### src/rtl/lag_pkg.sv
// lag_pkg: shared constants, FSM state type and the 32-bit reduction
// helper for the lag (echo) canceller.
//
// Build option: LAG_CANCEL_SAT_EN. When defined, reduce() saturates to the
// signed 32-bit range. When undefined, reduce() wraps (drops the high bits).
package lag_pkg;

   localparam int DATA_W = 32;
   localparam int FRAC_W = 16;
   localparam int TAPS   = 4;
   localparam int PROD_W = 2 * DATA_W;   // Q32.32 product
   localparam int ACC_W  = 66;           // sum of 4 products plus sign headroom

   typedef enum logic [1:0] {
      IDLE  = 2'd0,
      SHIFT = 2'd1,
      MAC   = 2'd2,
      SUB   = 2'd3
   } state_t;

   // Reduce a wide signed value to DATA_W bits.
   function automatic logic [DATA_W-1:0] reduce(input logic signed [ACC_W-1:0] v);
`ifdef LAG_CANCEL_SAT_EN
      // The value fits only when every bit from the 32-bit sign bit up to
      // the MSB is equal. Otherwise the top bit gives the clamp direction.
      if (!((&v[ACC_W-1:DATA_W-1]) || !(|v[ACC_W-1:DATA_W-1])))
         return v[ACC_W-1] ? {1'b1, {(DATA_W-1){1'b0}}} : {1'b0, {(DATA_W-1){1'b1}}};
`endif
      return v[DATA_W-1:0];
   endfunction

endpackage

### src/rtl/lag_mac.sv
// lag_mac: one signed DATA_W x DATA_W multiply feeding an ACC_W accumulator.
//   clk_operation : operation clock
//   rst           : asynchronous, active-high reset; clears the accumulator
//   clr           : synchronous clear of the accumulator (has priority over en)
//   en            : add a*b to the accumulator this cycle
//   a, b          : signed Q16.16 operands
//   acc           : signed Q34.32 running sum
module lag_mac
   import lag_pkg::*;
(
   input  logic                     clk_operation,
   input  logic                     rst,
   input  logic                     clr,
   input  logic                     en,
   input  logic signed [DATA_W-1:0] a,
   input  logic signed [DATA_W-1:0] b,
   output logic signed [ACC_W-1:0]  acc
);

   logic signed [PROD_W-1:0] prod;

   assign prod = a * b;

   always_ff @(posedge clk_operation or posedge rst) begin
      if (rst)
         acc <= '0;
      else if (clr)
         acc <= '0;
      else if (en)
         acc <= acc + {{(ACC_W-PROD_W){prod[PROD_W-1]}}, prod};
   end

endmodule

### src/rtl/lag_canceller.sv
// lag_canceller: subtracts a 4-tap weighted echo estimate of the far-end
// reference from the mic sample. Signed Q16.16 throughout, one shared MAC.
//
// Ports:
//   clk_operation, rst (async, active-high)
//   sample_valid, signal_ref, signal_mic : input sample strobe and data
//   para_0..para_3                       : tap weights (para_0 = newest tap),
//                                          latched once per sample
//   clr_overrun                          : clears the sticky overrun flag
//   signal_clean, signal_echo            : results, held until the next sample
//   ready                                : one-cycle pulse when results update
//   busy                                 : high while a sample is in process
//   overrun                              : a sample arrived while busy
//
// Build option: LAG_CANCEL_SAT_EN selects saturating 32-bit results. The
// default is wrapping.
//
// Latency: valid in cycle c, busy in cycles c+1..c+6, ready in cycle c+7.
module lag_canceller #(
   parameter int DATA_W = lag_pkg::DATA_W,
   parameter int FRAC_W = lag_pkg::FRAC_W,
   parameter int TAPS   = lag_pkg::TAPS
) (
   input  logic              clk_operation,
   input  logic              rst,
   input  logic              sample_valid,
   input  logic [DATA_W-1:0] signal_ref,
   input  logic [DATA_W-1:0] signal_mic,
   input  logic [DATA_W-1:0] para_0,
   input  logic [DATA_W-1:0] para_1,
   input  logic [DATA_W-1:0] para_2,
   input  logic [DATA_W-1:0] para_3,
   input  logic              clr_overrun,
   output logic [DATA_W-1:0] signal_clean,
   output logic [DATA_W-1:0] signal_echo,
   output logic              ready,
   output logic              busy,
   output logic              overrun
);

   import lag_pkg::state_t;
   import lag_pkg::IDLE;
   import lag_pkg::SHIFT;
   import lag_pkg::MAC;
   import lag_pkg::SUB;
   import lag_pkg::ACC_W;
   import lag_pkg::reduce;

   localparam logic [1:0]              LAST_IDX = 2'(TAPS - 1);
   localparam logic signed [ACC_W-1:0] HALF     = {{(ACC_W-1){1'b0}}, 1'b1} << (FRAC_W - 1);

   state_t                    state;
   logic [1:0]                idx;
   logic signed [DATA_W-1:0]  tap [TAPS];
   logic signed [DATA_W-1:0]  w   [TAPS];
   logic signed [DATA_W-1:0]  ref_cap;
   logic signed [DATA_W-1:0]  mic_cap;

   logic signed [ACC_W-1:0]   acc;
   logic signed [ACC_W-1:0]   acc_rnd;
   logic signed [ACC_W-1:0]   echo_x;
   logic signed [ACC_W-1:0]   mic_x;
   logic [DATA_W-1:0]         echo_q;
   logic [DATA_W-1:0]         clean_q;

   // The taps update at the end of SHIFT, so during MAC tap[0] already holds
   // the current sample. The current sample is part of its own estimate.
   lag_mac u_mac (
      .clk_operation (clk_operation),
      .rst           (rst),
      .clr           (state == SHIFT),
      .en            (state == MAC),
      .a             (tap[idx]),
      .b             (w[idx]),
      .acc           (acc)
   );

   // Round half toward +inf, then return to Q16.16. Clean is formed from the
   // already reduced echo, so the output pair is self-consistent.
   always_comb begin
      acc_rnd = (acc + HALF) >>> FRAC_W;
      echo_q  = reduce(acc_rnd);
      echo_x  = {{(ACC_W-DATA_W){echo_q[DATA_W-1]}}, echo_q};
      mic_x   = {{(ACC_W-DATA_W){mic_cap[DATA_W-1]}}, mic_cap};
      clean_q = reduce(mic_x - echo_x);
   end

   always_ff @(posedge clk_operation or posedge rst) begin
      if (rst) begin
         state        <= IDLE;
         idx          <= '0;
         ref_cap      <= '0;
         mic_cap      <= '0;
         signal_clean <= '0;
         signal_echo  <= '0;
         ready        <= 1'b0;
         busy         <= 1'b0;
         overrun      <= 1'b0;
         for (int i = 0; i < TAPS; i++) begin
            tap[i] <= '0;
            w[i]   <= '0;
         end
      end else begin
         ready <= 1'b0;

         // A new sample that arrives outside IDLE is dropped. If a set and a
         // clear occur in the same cycle, the set wins.
         if (state != IDLE && sample_valid)
            overrun <= 1'b1;
         else if (clr_overrun)
            overrun <= 1'b0;

         case (state)
            IDLE: begin
               if (sample_valid) begin
                  ref_cap <= signal_ref;
                  mic_cap <= signal_mic;
                  busy    <= 1'b1;
                  state   <= SHIFT;
               end
            end
            SHIFT: begin
               for (int i = TAPS - 1; i > 0; i--)
                  tap[i] <= tap[i-1];
               tap[0] <= ref_cap;
               w[0]   <= para_0;
               w[1]   <= para_1;
               w[2]   <= para_2;
               w[3]   <= para_3;
               idx    <= '0;
               state  <= MAC;
            end
            MAC: begin
               idx <= idx + 2'd1;
               if (idx == LAST_IDX)
                  state <= SUB;
            end
            SUB: begin
               signal_echo  <= echo_q;
               signal_clean <= clean_q;
               ready        <= 1'b1;
               busy         <= 1'b0;
               state        <= IDLE;
            end
            default: state <= IDLE;
         endcase
      end
   end

endmodule

### config.mk
export PLATFORM = sky130hd
export DESIGN_NAME = lag_canceller
export DESIGN_NICKNAME = d
export VERILOG_FILES = /design/src/rtl/lag_pkg.sv /design/src/rtl/lag_mac.sv /design/src/rtl/lag_canceller.sv
export SDC_FILE = /design/constraint.sdc
export NUM_CORES = 2
export LEC_CHECK = 0
export ABC_AREA = 1
export CAP_MARGIN = 20
export CORE_MARGIN = 5
export CORE_UTILIZATION = 40
export DETAILED_ROUTE_END_ITERATION = 7
export DONT_BUFFER_PORTS = 1
export GPL_TIMING_DRIVEN = 0
export PLACE_DENSITY = 0.59
export SKIP_LAST_GASP = 1
export SLEW_MARGIN = 20
export SYNTH_ARGS = -nofsm -noshare
export SYNTH_HDL_FRONTEND = slang
export SYNTH_SLANG_ARGS = --single-unit
### constraint.sdc
create_clock -name clk_operation -period 14 [get_ports clk_operation]
set_clock_uncertainty 0.2 [all_clocks]
set_input_delay 2.1 -clock clk_operation [delete_from_list [all_inputs] [get_ports clk_operation]]
set_output_delay 2.1 -clock clk_operation [all_outputs]
set_load 0.1 [all_outputs]
After elaboration in Yosys (flattened, before gate mapping)
Index checks and enable logic that the tools add are counted.
{ "word_totals": {"elab_cells": 57, "ff_bits": 457, "out_inout_bits": 67, "in_bits": 196} }
{ "classes": {"mul": 1, "eq_ne": 6, "addsub": 4, "n_reduce_logical": 9, "bitwise_logic": 1, "order_cmp": 1, "muxes": 17} }
{ "ops": {"columns": ["operator", "n"], "rows": [
  ["66-bit two-way mux", 2],
  ["32-bit binary-select mux with 2-bit select", 2],
  ["32-bit two-way mux", 4],
  ["66-bit adder", 1],
  ["32-bit by 32-bit multiplier with 64-bit output", 1],
  ["48-bit by 17-bit adder with 48-bit output, second input constant", 1],
  ["32-bit subtractor", 1],
  ["2-bit case mux with 4 select lines", 1],
  ["2-bit nonzero test", 4],
  ["2-bit == test, second input constant", 3],
  ["2-bit AND reduction", 3],
  ["1-bit two-way mux", 4],
  ["2-bit two-way mux", 2],
  ["2-bit inequality test, second input constant", 2],
  ["2-bit case mux with 2 select lines", 1],
  ["3-bit >= comparator, second input constant", 1],
  ["2-bit inverter with 3-bit output", 1],
  ["2-bit by 1-bit adder with 2-bit output, second input constant", 1],
  ["2-bit by 1-bit == test with 1-bit output, second input constant", 1],
  ["2-bit logical NOT", 1],
  ["1-bit case mux with 2 select lines", 1],
  ["1-bit logical AND", 1]
]} }

Logic depth before layout (Yosys ltp)
{ "depth": {"word_depth": 8, "ltp_mapped": 54} }

Cells and area by module
A second synthesis with hierarchy kept.
{ "unflattened": {"cells_unflattened": 8260, "hier_area_um2": 64536.9} }
{ "by_module_without_submodules": {"columns": ["module", "area_per_inst_um2", "cells_per_inst", "n_inst"], "rows": [
  ["lag_mac", 45222.1, 5970, 1],
  ["lag_canceller", 19314.8, 2290, 1]
]} }

Least setup slack after synthesis
Ideal clock, no wire load.
{ "synth_timing": {"path_type": "register to register", "start": "register idx[0]", "end": "register u_mac.acc[46]", "t_arrival_ps": 9076, "stages_incl_launch_ff": 47, "t_required_ps": 13677, "path_slack_ps": 4601, "synth_period_minus_slack_ps": 9399, "path_cell_list": "dfrtp_1 buf_4 buf_4 buf_2 nor2_1 inv_1 a32oi_1 clkinv_1 clkbuf_1 nor2_1 fa_1 fa_1 fa_1 inv_1 fa_1 inv_1 fa_1 inv_1 [... 11 more ...] o31ai_1 nand2_1 nand2_1 a21oi_1 xnor2_1 ha_1 nand2_1 nor2_1 nand2_1 nor2_1 nand3_1 nand3_1 a21o_1 nand2_1 nand3_1 a21oi_1 o21ai_0 nand2_1"} }
{ "synth_via": {"elab_chain_len": 8} }
{ "synth_lines": {"columns": ["element", "line_no", "text"], "rows": [
  ["from (decl)", "lag_canceller.sv:53", "logic [1:0] idx;"],
  ["from (signal assigned)", "lag_canceller.sv:134", "idx <= idx + 2'd1;"],
  ["2-bit inverter with 3-bit output (implied by the code) *", "lag_canceller.sv:73, lag_canceller.sv:74", null],
  ["32-bit binary-select mux with 2-bit select (on tied branches)", "lag_canceller.sv:73, lag_canceller.sv:74", null],
  ["32-bit two-way mux (on tied branches) (2 in series)", "lag_canceller.sv:73, lag_canceller.sv:74", null],
  ["32-bit by 32-bit multiplier with 64-bit output *", "lag_mac.sv:22", "assign prod = a * b;"],
  ["66-bit adder *", "lag_mac.sv:30", "acc <= acc + {{(ACC_W-PROD_W){prod[PROD_W-1]}}, prod};"],
  ["66-bit two-way mux *", "lag_mac.sv:29", "else if (en)"],
  ["66-bit two-way mux *", "lag_mac.sv:27", "else if (clr)"],
  ["to (signal assigned)", "lag_mac.sv:30", null],
  ["to (decl)", "lag_mac.sv:17", "output logic signed [ACC_W-1:0] acc"]
]} }
Every way passes the cells marked *; elsewhere a longest branch is shown, timed or not. The select of a mux whose other input is x is not followed.
A chain may end at the register's enable or synchronous reset.

Final worst setup path
{ "layout_timing": {"start": "register idx[1]", "end": "register u_mac.acc[44]"} }
The elaborated chain is that of the path after synthesis.

==> results.yml <==
place:
  gp_congestion: 0.9694
  place.port_buffers: 0
  dpl.hpwl_um: 160600
final_layout:
  drive_gt1_share_pct: 3.637
  nets: 7877
  mostFrequentLayoutCells: "nand2_1, inv_1, fa_1, nor2_1, dfrtp_1"
  final_common_cell: "nand2_1"
  utilization_pct: 43.82
  syn2layout_area_growth_pct: 9.037
die:
  die_area_um2: 137200
  die_h_um: 370.5
  coreArea_um2: 129300
  die_w_um: 370.5
  num_io_pins: 263
  start_util_pct: 40.19
  rows: 132
sta:
  worst_slew_pin_slew_ps: 1244
  max_slew_margin_pct: 17.05
  drv_slew: 0
  hold_viol: 0
  whs_ps: 272.8
  timing.fmax_mhz: 78.74
  finalCritPeriodShare_pct: 90.71
  finalSetupTns_ps: 0
  setup_viol: 0
  min_period_ps: 12700
  rsz0062_at_grt: "no"
worst_setup_path:
  reg2reg_slack_ps: 1300
  crit_path_top_delay_cell: "clkbuf_1"
  critical_path_class: "reg -> reg"
  cp-end-kind: "flop"
  crit_family: "adder cells"
  cpMostUsedCell: "inv_1"
  critPathMaxFanout: 10
  critPathArrivalTime_ps: 13010
  max_stage_delay_ps: 790
  cp.required_ps: 14310
  path_buf_inv: 13
  cp-start-kind: "flop"
clocking:
  htreeDepth: 2
  clk_pin_slew_worst_paths_ps: 60
  clock_path_buffers: 3
  post_cts_resized: 0
  hold_buffers: 0
  root_buffer: "clkbuf_16"
  cts_tree: "yes"
  clock-sinks: 439
  cts_setup_buffers: 0
  cts-buffers-inserted: 49
  clk_latency_ps: 630
yosys:
  synth_edf_count: 0
  synthesis.nets: 7787
  synthArstFlopShare_pct: 100.0
  yosysUniqueCellTypes: 56
  yosysWarnings: 0
  mappedNetlistArea_um2: 51970
  synth.avg_cell_area_um2: 8.000
  synth-seq-cells: 439
  ys_seq_area_share_pct: 21.14
  synth_ff_type: "dfrtp_1"
  syn_inst: 6497
job:
  cap_violations: 0
grt:
  grt_overflow: 0
  grt_max_degree: 35
  grt_use_met1_pct: 37.29
  antenna_found_initial: 7
  use_met3_pct: 6.250
  busiest_layer: "met2"
  grt.total_usage_pct: 28.13
  grt_use_met2_pct: 45.28
  grt_pass1_wl_um: 288600
  grt_pass1_vias: 45100
drt:
  drt_iter0_drc: 3932
  drt_wl_total_um: 191500
  detail_route.wl_per_cell_um: 22.87
  antenna_left: 0
  route.detailed.drc: 1
  drt-vias-per-instance: 5.290
  dr.pass1.iters: 8
  dr_total_vias: 44290
run_status:
  outcome: "complete, but fails checks"
  violations: "DRC"
min_path:
  hold_path_class: "reg -> reg"
## worst register-to-register path: cells and delay by family (launching register included)
family / cells / cell delay [ps]
fa+ha+maj: 10 / 4510
flops: 1 / 430
xor+xnor: 1 / 180
compound gates: 13 / 2910
simple gates: 7 / 1340
buf+inv: 13 / 3010
## cells in the mapped netlist (all sizes together), types with 9 or more instances
cell,count,area share (%)
nor2,695,5.1
nand3,141,1.4
or2,13,0.16
a31oi,18,0.22
o31ai,9,0.13
clkbuf,206,1.5
o211ai,9,0.14
xor2,70,1.2
fa,841,32
a32oi,28,0.52
nand2,1807,13
inv,1177,8.5
nand4,11,0.13
a21o,16,0.23
a21oi,207,2.0
xnor2,36,0.61
o21ai,366,3.5
dfrtp,439,21
nor3,17,0.18
clkinv,15,0.11
ha,253,6.1
buf,60,0.69
## final timing paths
kind	from	endpoint	cells after the start
max	idx[1]	u_mac.acc[44]	44
min	w[115]	w[115]	2
max reg2reg	idx[1]	u_mac.acc[44]	44
min reg2reg	w[115]	w[115]	2
max in group asynchronous	rst	w[121]	6
min in group asynchronous	rst	ref_cap[6]	1
## state kept, by name (all words and copies together) (netlist names)
| name | flops |
|---|---|
| state | 2 |
| mic_cap | 32 |
| idx | 2 |
| ref_cap | 32 |
| u_mac.acc | 48 |
| signal_echo | 32 |
| w | 128 |
| busy | 1 |
| overrun | 1 |
| signal_clean | 32 |
| tap | 128 |
| ready | 1 |
## per-layer routing
metal | share of wire (%) | vias up
met4 | 4.7 | 10
met2 | 46 | 1939
li1 | - | 19690
met5 | 0.038 | -
met3 | 8.9 | 396
met1 | 41 | 22260
## layout make-up
class / count / area (um^2)
antenna: 5 / 12.51
buffer: 266 / 1132
clock buffer: 63 / 1389
clock inverter: 27 / 491.7
fill: 13250 / 72650
inverter: 1192 / 4478
multi-input combinational: 4600 / 35440
sequential: 439 / 10990
tap: 1742 / 2180
timing repair buffer: 39 / 565.5
## per-stage QoR
stage               cell area [um^2]  cells  worst slack, ps
floorplan                      51980   6497             4601
global placement               54160   8239            638.3
detailed placement             54760   8275             1463
CTS                            56640   8365             1431
global route                   56660   8368            790.8
finish                         56670   8373             1300
## cells by family (layout without fill, tap and decap cells)
logic type               after synthesis  count (layout)  share of synthesized area (%)
other                                  0               5                              0
AO/OA/AOI/OAI                        697             697                          7.424
XOR/XNOR                             106             106                          1.786
AND/OR/NAND/NOR                     2703            2703                          20.39
buffers and inverters               1458            1587                          10.78
adder cells (fa/ha/maj)             1094            1094                          38.48
flip-flops                           439             439                          21.14
Power is left out: the tool's default activity adds up to more than one toggle a clock period on the data nets, which glitch-free logic cannot reach.
